### config.mk
export PLATFORM = sky130hd
export DESIGN_NAME = key_seq_tx
export DESIGN_NICKNAME = d
export VERILOG_FILES = /design/src/rtl/key_seq_pkg.sv /design/src/rtl/key_bit_shifter.sv /design/src/rtl/key_seq_tx.sv
export SDC_FILE = /design/constraint.sdc
export NUM_CORES = 1
export LEC_CHECK = 0
export BUFFER_PORTS_ARGS = -buffer_cell sky130_fd_sc_hd__buf_2
export CORE_MARGIN = 2
export CORE_UTILIZATION = 35
export CTS_CLUSTER_SIZE = 10
export DETAILED_ROUTE_END_ITERATION = 16
export SLEW_MARGIN = 25
export SYNTH_ARGS = -nofsm -noshare
export SYNTH_HDL_FRONTEND = slang
export SYNTH_SLANG_ARGS = --single-unit
### constraint.sdc
create_clock -name clk -period 2.55 [get_ports clk]
set_input_delay 0.51 -clock clk [delete_from_list [all_inputs] [get_ports clk]]
set_output_delay 0.51 -clock clk [all_outputs]
set_load 0.1 [all_outputs]
### src/rtl/key_seq_pkg.sv
`default_nettype none
// +--------------------------------------------------------------------+
// | key_seq_pkg: shared types and defaults for the key-sequence sender |
// | Rev 1.0                                                            |
// +--------------------------------------------------------------------+
package key_seq_pkg;

  typedef enum logic [1:0] {
    IDLE   = 2'b00,
    SEND   = 2'b01,
    LOCKED = 2'b10
  } state_t;

  localparam int         c_DEF_PRE_LEN  = 4;
  localparam logic [3:0] c_DEF_PREAMBLE = 4'b1010;

  // Width of a counter that must reach n without wrapping.
  function automatic int cnt_width(input int n);
    return (n + 1 <= 2) ? 1 : $clog2(n + 1);
  endfunction

  localparam int c_DEF_CNT_W = cnt_width(c_DEF_PRE_LEN);

endpackage
`default_nettype wire

### src/rtl/key_bit_shifter.sv
`default_nettype none
// +--------------------------------------------------------------------+
// | key_bit_shifter: parallel-load, MSB-out shift register, zero fill  |
// | Rev 1.0                                                            |
// +--------------------------------------------------------------------+
module key_bit_shifter #(
  parameter int WIDTH = 5
) (
  input  logic             clk,
  input  logic             rst_n,
  input  logic             i_clear,
  input  logic             i_load,
  input  logic             i_shift,
  input  logic [WIDTH-1:0] i_data,
  output logic             o_msb
);

  logic [WIDTH-1:0] r_sh;

  // Zero fill means the MSB reads 0 once every loaded bit has shifted out.
  always_ff @(posedge clk or negedge rst_n) begin
    if (!rst_n) begin
      r_sh <= '0;
    end else if (i_clear) begin
      r_sh <= '0;
    end else if (i_load) begin
      r_sh <= i_data;
    end else if (i_shift) begin
      r_sh <= {r_sh[WIDTH-2:0], 1'b0};
    end
  end

  assign o_msb = r_sh[WIDTH-1];

endmodule
`default_nettype wire

### src/rtl/key_seq_tx.sv
`default_nettype none
// +--------------------------------------------------------------------+
// | key_seq_tx: serial unlock/mode command generator for key decoder   |
// | Rev 1.0                                                            |
// +--------------------------------------------------------------------+
module key_seq_tx
  import key_seq_pkg::*;
#(
  parameter int               PRE_LEN  = c_DEF_PRE_LEN,
  parameter logic [PRE_LEN-1:0] PREAMBLE = c_DEF_PREAMBLE
) (
  input  logic clk,
  input  logic reset,
  input  logic start,
  input  logic mode_in,
  input  logic abort,
  output logic input_key,
  output logic valid_cmd,
  output logic busy,
  output logic done,
  output logic locked,
  output logic mode_sent,
  output logic reject
);

  localparam int               c_CNT_W = cnt_width(PRE_LEN);
  localparam logic [c_CNT_W-1:0] c_LAST = c_CNT_W'(PRE_LEN);

  state_t             r_state, w_state_nx;
  logic [c_CNT_W-1:0] r_cnt, w_cnt_nx;
  logic               r_valid, w_valid_nx;
  logic               r_busy, w_busy_nx;
  logic               r_done, w_done_nx;
  logic               r_locked, w_locked_nx;
  logic               r_reject, w_reject_nx;
  logic               r_mode, w_mode_nx;
  logic               r_mode_sent, w_mode_sent_nx;
  logic               w_load, w_shift, w_clear;
  logic               w_key;

  always_ff @(posedge clk or negedge reset) begin
    if (!reset) begin
      r_state     <= IDLE;
      r_cnt       <= '0;
      r_valid     <= 1'b0;
      r_busy      <= 1'b0;
      r_done      <= 1'b0;
      r_locked    <= 1'b0;
      r_reject    <= 1'b0;
      r_mode      <= 1'b0;
      r_mode_sent <= 1'b0;
    end else begin
      r_state     <= w_state_nx;
      r_cnt       <= w_cnt_nx;
      r_valid     <= w_valid_nx;
      r_busy      <= w_busy_nx;
      r_done      <= w_done_nx;
      r_locked    <= w_locked_nx;
      r_reject    <= w_reject_nx;
      r_mode      <= w_mode_nx;
      r_mode_sent <= w_mode_sent_nx;
    end
  end

  always_comb begin
    w_state_nx     = r_state;
    w_cnt_nx       = r_cnt;
    w_valid_nx     = 1'b0;
    w_busy_nx      = 1'b0;
    w_done_nx      = 1'b0;
    w_locked_nx    = r_locked;
    w_reject_nx    = 1'b0;
    w_mode_nx      = r_mode;
    w_mode_sent_nx = r_mode_sent;
    w_load         = 1'b0;
    w_shift        = 1'b0;
    w_clear        = 1'b0;
    case (r_state)
      IDLE: begin
        if (start) begin
          w_state_nx = SEND;
          w_cnt_nx   = '0;
          w_valid_nx = 1'b1;
          w_busy_nx  = 1'b1;
          w_mode_nx  = mode_in;
          w_load     = 1'b1;
        end
      end
      SEND: begin
        // Abort on the final bit is too late: the decoder has it already.
        if (abort && (r_cnt != c_LAST)) begin
          w_state_nx = IDLE;
          w_cnt_nx   = '0;
          w_clear    = 1'b1;
        end else if (r_cnt == c_LAST) begin
          w_state_nx     = LOCKED;
          w_locked_nx    = 1'b1;
          w_done_nx      = 1'b1;
          w_mode_sent_nx = r_mode;
          w_shift        = 1'b1;
        end else begin
          w_cnt_nx   = r_cnt + c_CNT_W'(1);
          w_valid_nx = 1'b1;
          w_busy_nx  = 1'b1;
          w_shift    = 1'b1;
        end
      end
      LOCKED: begin
        w_reject_nx = start;
      end
      default: begin
        w_state_nx = IDLE;
      end
    endcase
  end

  key_bit_shifter #(
    .WIDTH (PRE_LEN + 1)
  ) u_shifter (
    .clk     (clk),
    .rst_n   (reset),
    .i_clear (w_clear),
    .i_load  (w_load),
    .i_shift (w_shift),
    .i_data  ({PREAMBLE, mode_in}),
    .o_msb   (w_key)
  );

  assign input_key = w_key;
  assign valid_cmd = r_valid;
  assign busy      = r_busy;
  assign done      = r_done;
  assign locked    = r_locked;
  assign mode_sent = r_mode_sent;
  assign reject    = r_reject;

endmodule
`default_nettype wire

-- After elaboration in Yosys (flattened, before gate mapping)
Cells that the tools add are included.
- register bits after elaboration: 16
- output and inout bits: 7
- word-level logic and storage cells: 51
- add/subtract/negate cells: 1
- equal/unequal tests: 7
- mux-type cells: 24
- bitwise logic cells: 2
- reductions and logical operators: 8
- operators by type and width (kind ; count):
    $mux 5 ; 3
    $mux 1 ; 12
    $mux 3 ; 3
    $ne 3x3->1 const B ; 3
    $reduce_and 3->1 ; 3
    $mux 2 ; 3
    $pmux 2 s3 ; 1
    $pmux 3 s2 ; 1
    $add 3x1->3 const B ; 1
    $eq 3x3->1 const B ; 1
    $reduce_bool 3->1 ; 1
    $eq 2x1->1 const B ; 1
    $eq 2x2->1 const B ; 1
    $logic_not 2->1 ; 1
    $ne 2x2->1 const B ; 1
    $not 1->1 ; 2
    $pmux 1 s2 ; 1
    $reduce_and 2->1 ; 1
    $reduce_bool 2->1 ; 1
    $logic_and 1x1->1 ; 1

-- Depth between registers and ports, before layout
Gate-level depths: netlist of the first run.
- depth after elaboration: 7
- depth in mapped cells: 5

-- Modules after synthesis
From an unflattened synthesis of the first run, not the netlist that was laid out.
- cell total of the unflattened synthesis: 67
- area, all modules: 752.0 sq um
- by module, submodules not included (module ; times used ; cells an instance ; area an instance (sq um) ; seq. area each (sq um)):
    key_seq_tx ; 1 ; 45 ; 499.2 ; 275.3
    key_bit_shifter ; 1 ; 22 ; 252.7 ; 125.1

-- Least setup slack after synthesis of the first run
No wires, ideal clock.
- kind: flip-flop to output port
- start: reg busy (netlist name)
- end: out valid_cmd
- data arrival time: 1.324 ns
- data required time: 2.040 ns
- slack: 0.716 ns
- cell stages (with the launch flop): 2
- path buffers: 1
- cells stage by stage: dfrtp_1 buf_4
- RTL lines (element ; line ; RTL):
    end: declaration ; key_seq_tx.sv:18 ; output logic valid_cmd,

-- Final worst setup path of the first run
- start: reg r_mode_sent (netlist: mode_sent)
- end: out mode_sent
- RTL lines (element ; line ; RTL):
    start: declaration ; key_seq_tx.sv:37 ; logic r_mode_sent, w_mode_sent_nx;
    start signal: assignment ; key_seq_tx.sv:61 ; r_mode_sent <= w_mode_sent_nx;
    end: declaration ; key_seq_tx.sv:22 ; output logic mode_sent,
No word-level cell between the ends.

==> results of run 1 <==
==> final timing paths <==
check                      startpoint                end  slack, ns  cells after the start
min                             reset  u_shifter.r_sh[3]       0.11                      1
min in group clk              mode_in             r_mode       0.46                      2
max reg2reg                  r_cnt[0]           r_cnt[2]       1.13                      5
min reg2reg                    locked             locked       0.48                      1
max in group asynchronous       reset  u_shifter.r_sh[2]       2.19                      1
max                         mode_sent          mode_sent       0.96                      1
==> per-layer routing <==
metal | GRT usage [%] | up-vias | wire length, um
met5 | 0 | - | 0
met4 | 2.703 | 0 | 0
met3 | 5.357 | 0 | 90
met2 | 18.86 | 14 | 592
met1 | 15.56 | 239 | 624
li1 | - | 251 | -
==> area by class of cell <==
| type | instances | area share, % |
|---|---|---|
| clock buffers | 4 | 4.209 |
| multi-input cells | 41 | 36.87 |
| repair buffers | 11 | 6.386 |
| flip-flops and latches | 16 | 46.44 |
| well taps | 27 | 3.919 |
| inverters | 5 | 2.177 |
==> per-stage QoR <==
| stage | util (%) | area, um^2 | hold slack [ns] | setup slack, ns |
|---|---|---|---|---|
| final | 43.06 | 862.1 | 0.1064 | 0.9616 |
| after global routing | 43.06 | 862.1 | 0.1204 | 0.9004 |
| after floorplan | - | 755.7 | 0.2144 | 0.7160 |
| after detailed placement | 41.25 | 825.8 | 0.4392 | 1.137 |
| after global placement | 41.25 | 825.8 | 0.4395 | 1.141 |
| after CTS | 43.06 | 862.1 | 0.1119 | 0.9545 |
==> state kept, by name (all words and copies together) (netlist names) <==
name	flops
r_state	2
reject	1
r_mode	1
busy	1
done	1
r_cnt	3
locked	1
mode_sent	1
u_shifter.r_sh	5
==> kinds of logic after synthesis <==
family	synth area share, %
multiplexers	3.974
adder cells (fa/ha/maj)	3.311
buffers and inverters	4.967
flip-flops	52.98
AND/OR/NAND/NOR	15.73
AO/OA/AOI/OAI	19.04
==> worst register-to-register path, stage by stage (launching register included) <==
cell,delay (ns)
dfrtp_1,0.41
inv_1,0.10
ha_1,0.24
nand2_1,0.13
a31o_2,0.27
a211oi_2,0.20
==> cells in the final DEF, fill, tap and decap left out, types with 2 or more instances in the layout <==
| master | n |
|---|---|
| inv_1 | 5 |
| buf_2 | 11 |
| mux2_4 | 2 |
| o21ai_0 | 3 |
| dfrtp_1 | 16 |
| a22o_1 | 2 |
| nand2_1 | 4 |
| nor2_1 | 5 |
| a21oi_1 | 4 |
| o2bb2ai_1 | 2 |
| ha_1 | 2 |
| clkbuf_4 | 3 |
==> power by group <==
| part | total (mW) | switching [mW] | internal (mW) |
|---|---|---|---|
| clock | 0.173 | 0.0860 | 0.0871 |
| combinational | 0.505 | 0.369 | 0.137 |
| sequential | 0.387 | 0.0599 | 0.327 |
| total | 1.07 | 0.514 | 0.551 |
==> results.ini, run 1 <==
[clock_tree]
h-tree-depth = 1
cts_buffers = 3
clk_pin_slew_worst_paths_ns = 0.10
cts_tree = built
cts_sinks = 16
postCtsSetupBuffers = 0
clk_path_buf_depth = 2
ctsHoldBuffers = 0
clk_latency_ns = 0.29
cts_root_buffer = clkbuf_4
cts_resized = 0

[route]
antenna_left = 0
dr_total_vias = 504
drc_errors = 0
drtIter0Drc = 8
wire_per_inst_um = 12.57
viasPerCell = 4.846
dr.pass1.iters = 4
wirelength_um = 1307

[place]
hpwl_um = 962.1
gp_congestion = 0.7403
dp_cells = 100
io_buffers = 11

[sta]
min_period_ns = 1.588
slew_violations = 0
relSlewSlack_pct = 67.69
setup_tns_ns = 0
max_freq_mhz = 629.6
final-setup-viol-count = 0
worst_pin_slew_ns = 0.4880
hold_violations = 0
finClkSkew_ns = 0.001972
post-route-period-util_pct = 62.29
rsz0062_at_grt = false

[floorplan]
die_x_um = 50.47
fp.dieH_um = 50.47
coreArea_mm2 = 0.002002
die-area_mm2 = 0.002547
start_util_pct = 37.75
rows = 16
io_pins = 12

[worst_setup_path]
crit_family = buffers and inverters
critPathSlowestCell = buf_2
critical_path_required_ns = 2.04
worstSetupEndpointType = output port
worstPathArrival_ns = 1.08
crit_fanout = 2
startpoint_type = flip-flop
crit_type = flip-flop to output port
cp_num_buf_inv = 1
cp_cell_sequence = buf_2
cp_slowest_stage_delay_ns = 0.43

[finish]
multi_input_area_um2 = 317.8
seqCellArea_um2 = 400.4
drive_gt1_share_pct = 35.06
fin_nets = 85
antennaDiodeCount = 0
fillers = 196
syn_to_final_growth_pct = 14.07
stdcell_count = 104

[pwr]
power_mw = 1.065
power_density_mw_per_mm2 = 1236
power_leakage_nw = 0.4299
ir_worst_vdd_mv = 0.6453

[logic_synthesis]
netlist_area_um2 = 755.7
synth_area_leader_cell = dfrtp_1
postSynthCellCount = 64
synth_top_area_share_pct = 52.98
synth.avg_cell_area_um2 = 11.81
synth_edf_count = 0
synth_most_common_cell = dfrtp_1
synth_nets = 71
ys_seq_area_share_pct = 52.98
synth_warnings = 0
ys_ff_latch = 16
synth_cell_type_count = 29
synth_ff_type = dfrtp_1
synth.area.top_cells = dfrtp_1 (53%), mux2_4 (4.0%), ha_1 (3.3%), a21oi_1 (2.6%), inv_1 (2.5%)
synth_common_cells = dfrtp_1 (16), inv_1 (5), nor2_1 (5), a21oi_1 (4), nand2_1 (4)
async_flop_share_pct = 100.0

[hold_path]
hold_path_class = input pin to async pin

[global_route]
grt.overflow.total = 0
antenna_found_initial = 0
grt_max_degree = 17
grt_usage_pct = 12.13
grt_pass1_wl_um = 2283
first_global_vias = 507

[job]
cap_violations = 0

[outcome]
status = completed

Note: power is estimated with default switching activity, not from simulation.
==> inputs of run 2 (changes only) <==
ABC_AREA = 1   (was not set)
clock period = 1.4 ns   (was 2.55 ns; I/O delays follow)
==> results.ini, run 2 <==
[floorplan]
fp.dieH_um = 49.69
rows = 16
die-area_mm2 = 0.002469
die_x_um = 49.69
start_util_pct = 37.24
io_pins = 12
coreArea_mm2 = 0.001962

[clock_tree]
clk_path_buf_depth = 2
cts_buffers = 3
cts_tree = built
cts_sinks = 16
clk_pin_slew_worst_paths_ns = 0.10
cts_root_buffer = clkbuf_4
clk_latency_ns = 0.28
postCtsSetupBuffers = 0
h-tree-depth = 1

[finish]
seqCellArea_um2 = 401.6
largest_register = u_shifter.r_sh
layout_common_cells = nand2_1 (24), dfrtp_1 (15), inv_1 (10), buf_2 (9)
stdcell_count = 123
antennaDiodeCount = 0
fillers = 211
fin_nets = 104
syn_to_final_growth_pct = 16.78
top_regs = u_shifter.r_sh: 5 flops, r_cnt: 3 flops, r_state: 2 flops
drive_gt1_share_pct = 28.13
stdcell_area_um2 = 853.3
multi_input_area_um2 = 259.0
largest_reg_flops = 5
final_common_cell = nand2_1
fin_util_pct = 43.49

[global_route]
antenna_found_initial = 0
grt_pass1_wl_um = 2083
grt_usage_pct = 11.33
grt_max_degree = 17
first_global_vias = 522
grt.overflow.total = 0

[worst_setup_path]
worstPathArrival_ns = 1.06
cp_cell_sequence = buf_2
startpoint_type = flip-flop
crit_fanout = 2
worstSetupEndpointType = output port
critPathSlowestCell = buf_2
critical_path_required_ns = 1.12
crit_type = flip-flop to output port
crit_family = buffers and inverters
cp_slowest_stage_delay_ns = 0.42
cp_num_buf_inv = 1

[route]
viasPerCell = 4.431
dr_total_vias = 545
antenna_left = 0
wire_per_inst_um = 9.488
drtIter0Drc = 22
drc_errors = 0
dr.pass1.iters = 4
wirelength_um = 1167

[place]
dp_cells = 118
hpwl_um = 868.4
gp_congestion = 0.6806
io_buffers = 11
dpl-instance-area_um2 = 802.0
dp_slack_ns = 0.1922

[pwr]
power_mw = 1.406
power_density_mw_per_mm2 = 1648
power_leakage_nw = 0.4883
ir_worst_vdd_mv = 0.7043

[sta]
rsz0062_at_grt = false
max_freq_mhz = 746.0
min_period_ns = 1.341
relSlewSlack_pct = 67.95
final-setup-viol-count = 0
setup_ws_ns = 0.05944
timing.hold.ws_ns = 0.2412
finClkSkew_ns = 0.006548
slew_violations = 0
hold_violations = 0
post-route-period-util_pct = 95.75
worst_pin_slew_ns = 0.4841
setup_tns_ns = 0

[logic_synthesis]
ys_seq_area_share_pct = 54.79
synth.area.top_cells = dfrtp_1 (55%), nand2_1 (12%), inv_1 (5.1%), ha_1 (3.4%), o21ai_0 (3.4%)
synth_nets = 89
async_flop_share_pct = 100.0
ys_ff_latch = 16
synth_top_area_share_pct = 54.79
synth_area_leader_cell = dfrtp_1
postSynthCellCount = 82
netlist_area_um2 = 730.7
synth_most_common_cell = nand2_1
synth_warnings = 0
synth_cell_type_count = 18
synth.avg_cell_area_um2 = 8.911
synth_ff_type = dfrtp_1
synth_edf_count = 0
synth_common_cells = nand2_1 (24), dfrtp_1 (16), inv_1 (10), o21ai_0 (5)

[hold_path]
hold_path_class = input pin to flip-flop

[outcome]
status = completed

[job]
cap_violations = 0

-- run 2: final timing paths --
path / startpoint / slack, ns / cells past startpoint / end
setup / recovery: locked / 0.06 / 1 / locked
hold / removal: abort / 0.24 / 2 / r_state[0]
setup reg to reg: r_cnt[0] / 0.20 / 7 / r_cnt[2]
hold reg to reg: locked / 0.47 / 1 / locked
max in group asynchronous: reset / 0.68 / 2 / busy
min in group asynchronous: reset / 0.43 / 2 / u_shifter.r_sh[1]
-- run 2: report_power, final --
group / internal, mW / switching (mW) / total (mW)
registers: 0.540 / 0.0450 / 0.585
clock network: 0.158 / 0.142 / 0.300
logic: 0.111 / 0.410 / 0.521
total: 0.809 / 0.597 / 1.41
-- run 2: cell families after synthesis --
kind of cell,count (synthesis),share of synthesized area (%)
DFF,16,54.79
buffers and inverters,16,9.760
and+or+nand+nor,38,24.83
adders and majority gates,2,3.424
AOI/OAI and AO/OA,10,7.190
-- run 2: what timing repair did --
item,in CTS,in global routing
endpoints found under the setup margin,0,2
hold buffers,1,0
endpoints found under the hold margin,16,0
gates resized for setup,0,2
-- run 2: per-layer routing --
metal | up-vias | GRT usage [%] | wire length (um)
li1 | 280 | - | -
met1 | 250 | 13.01 | 526
met2 | 13 | 18.00 | 561
met3 | 2 | 2.121 | 51
met4 | 0 | 9.722 | 27
met5 | - | 0 | 0
-- run 2: cell type report --
| type | instances | area share, % |
|---|---|---|
| timing repair buffer | 12 | 8.211 |
| clock buffer | 4 | 4.252 |
| tap | 27 | 3.959 |
| multi-input combinational | 50 | 30.35 |
| sequential | 16 | 47.07 |
| inverter | 14 | 6.158 |
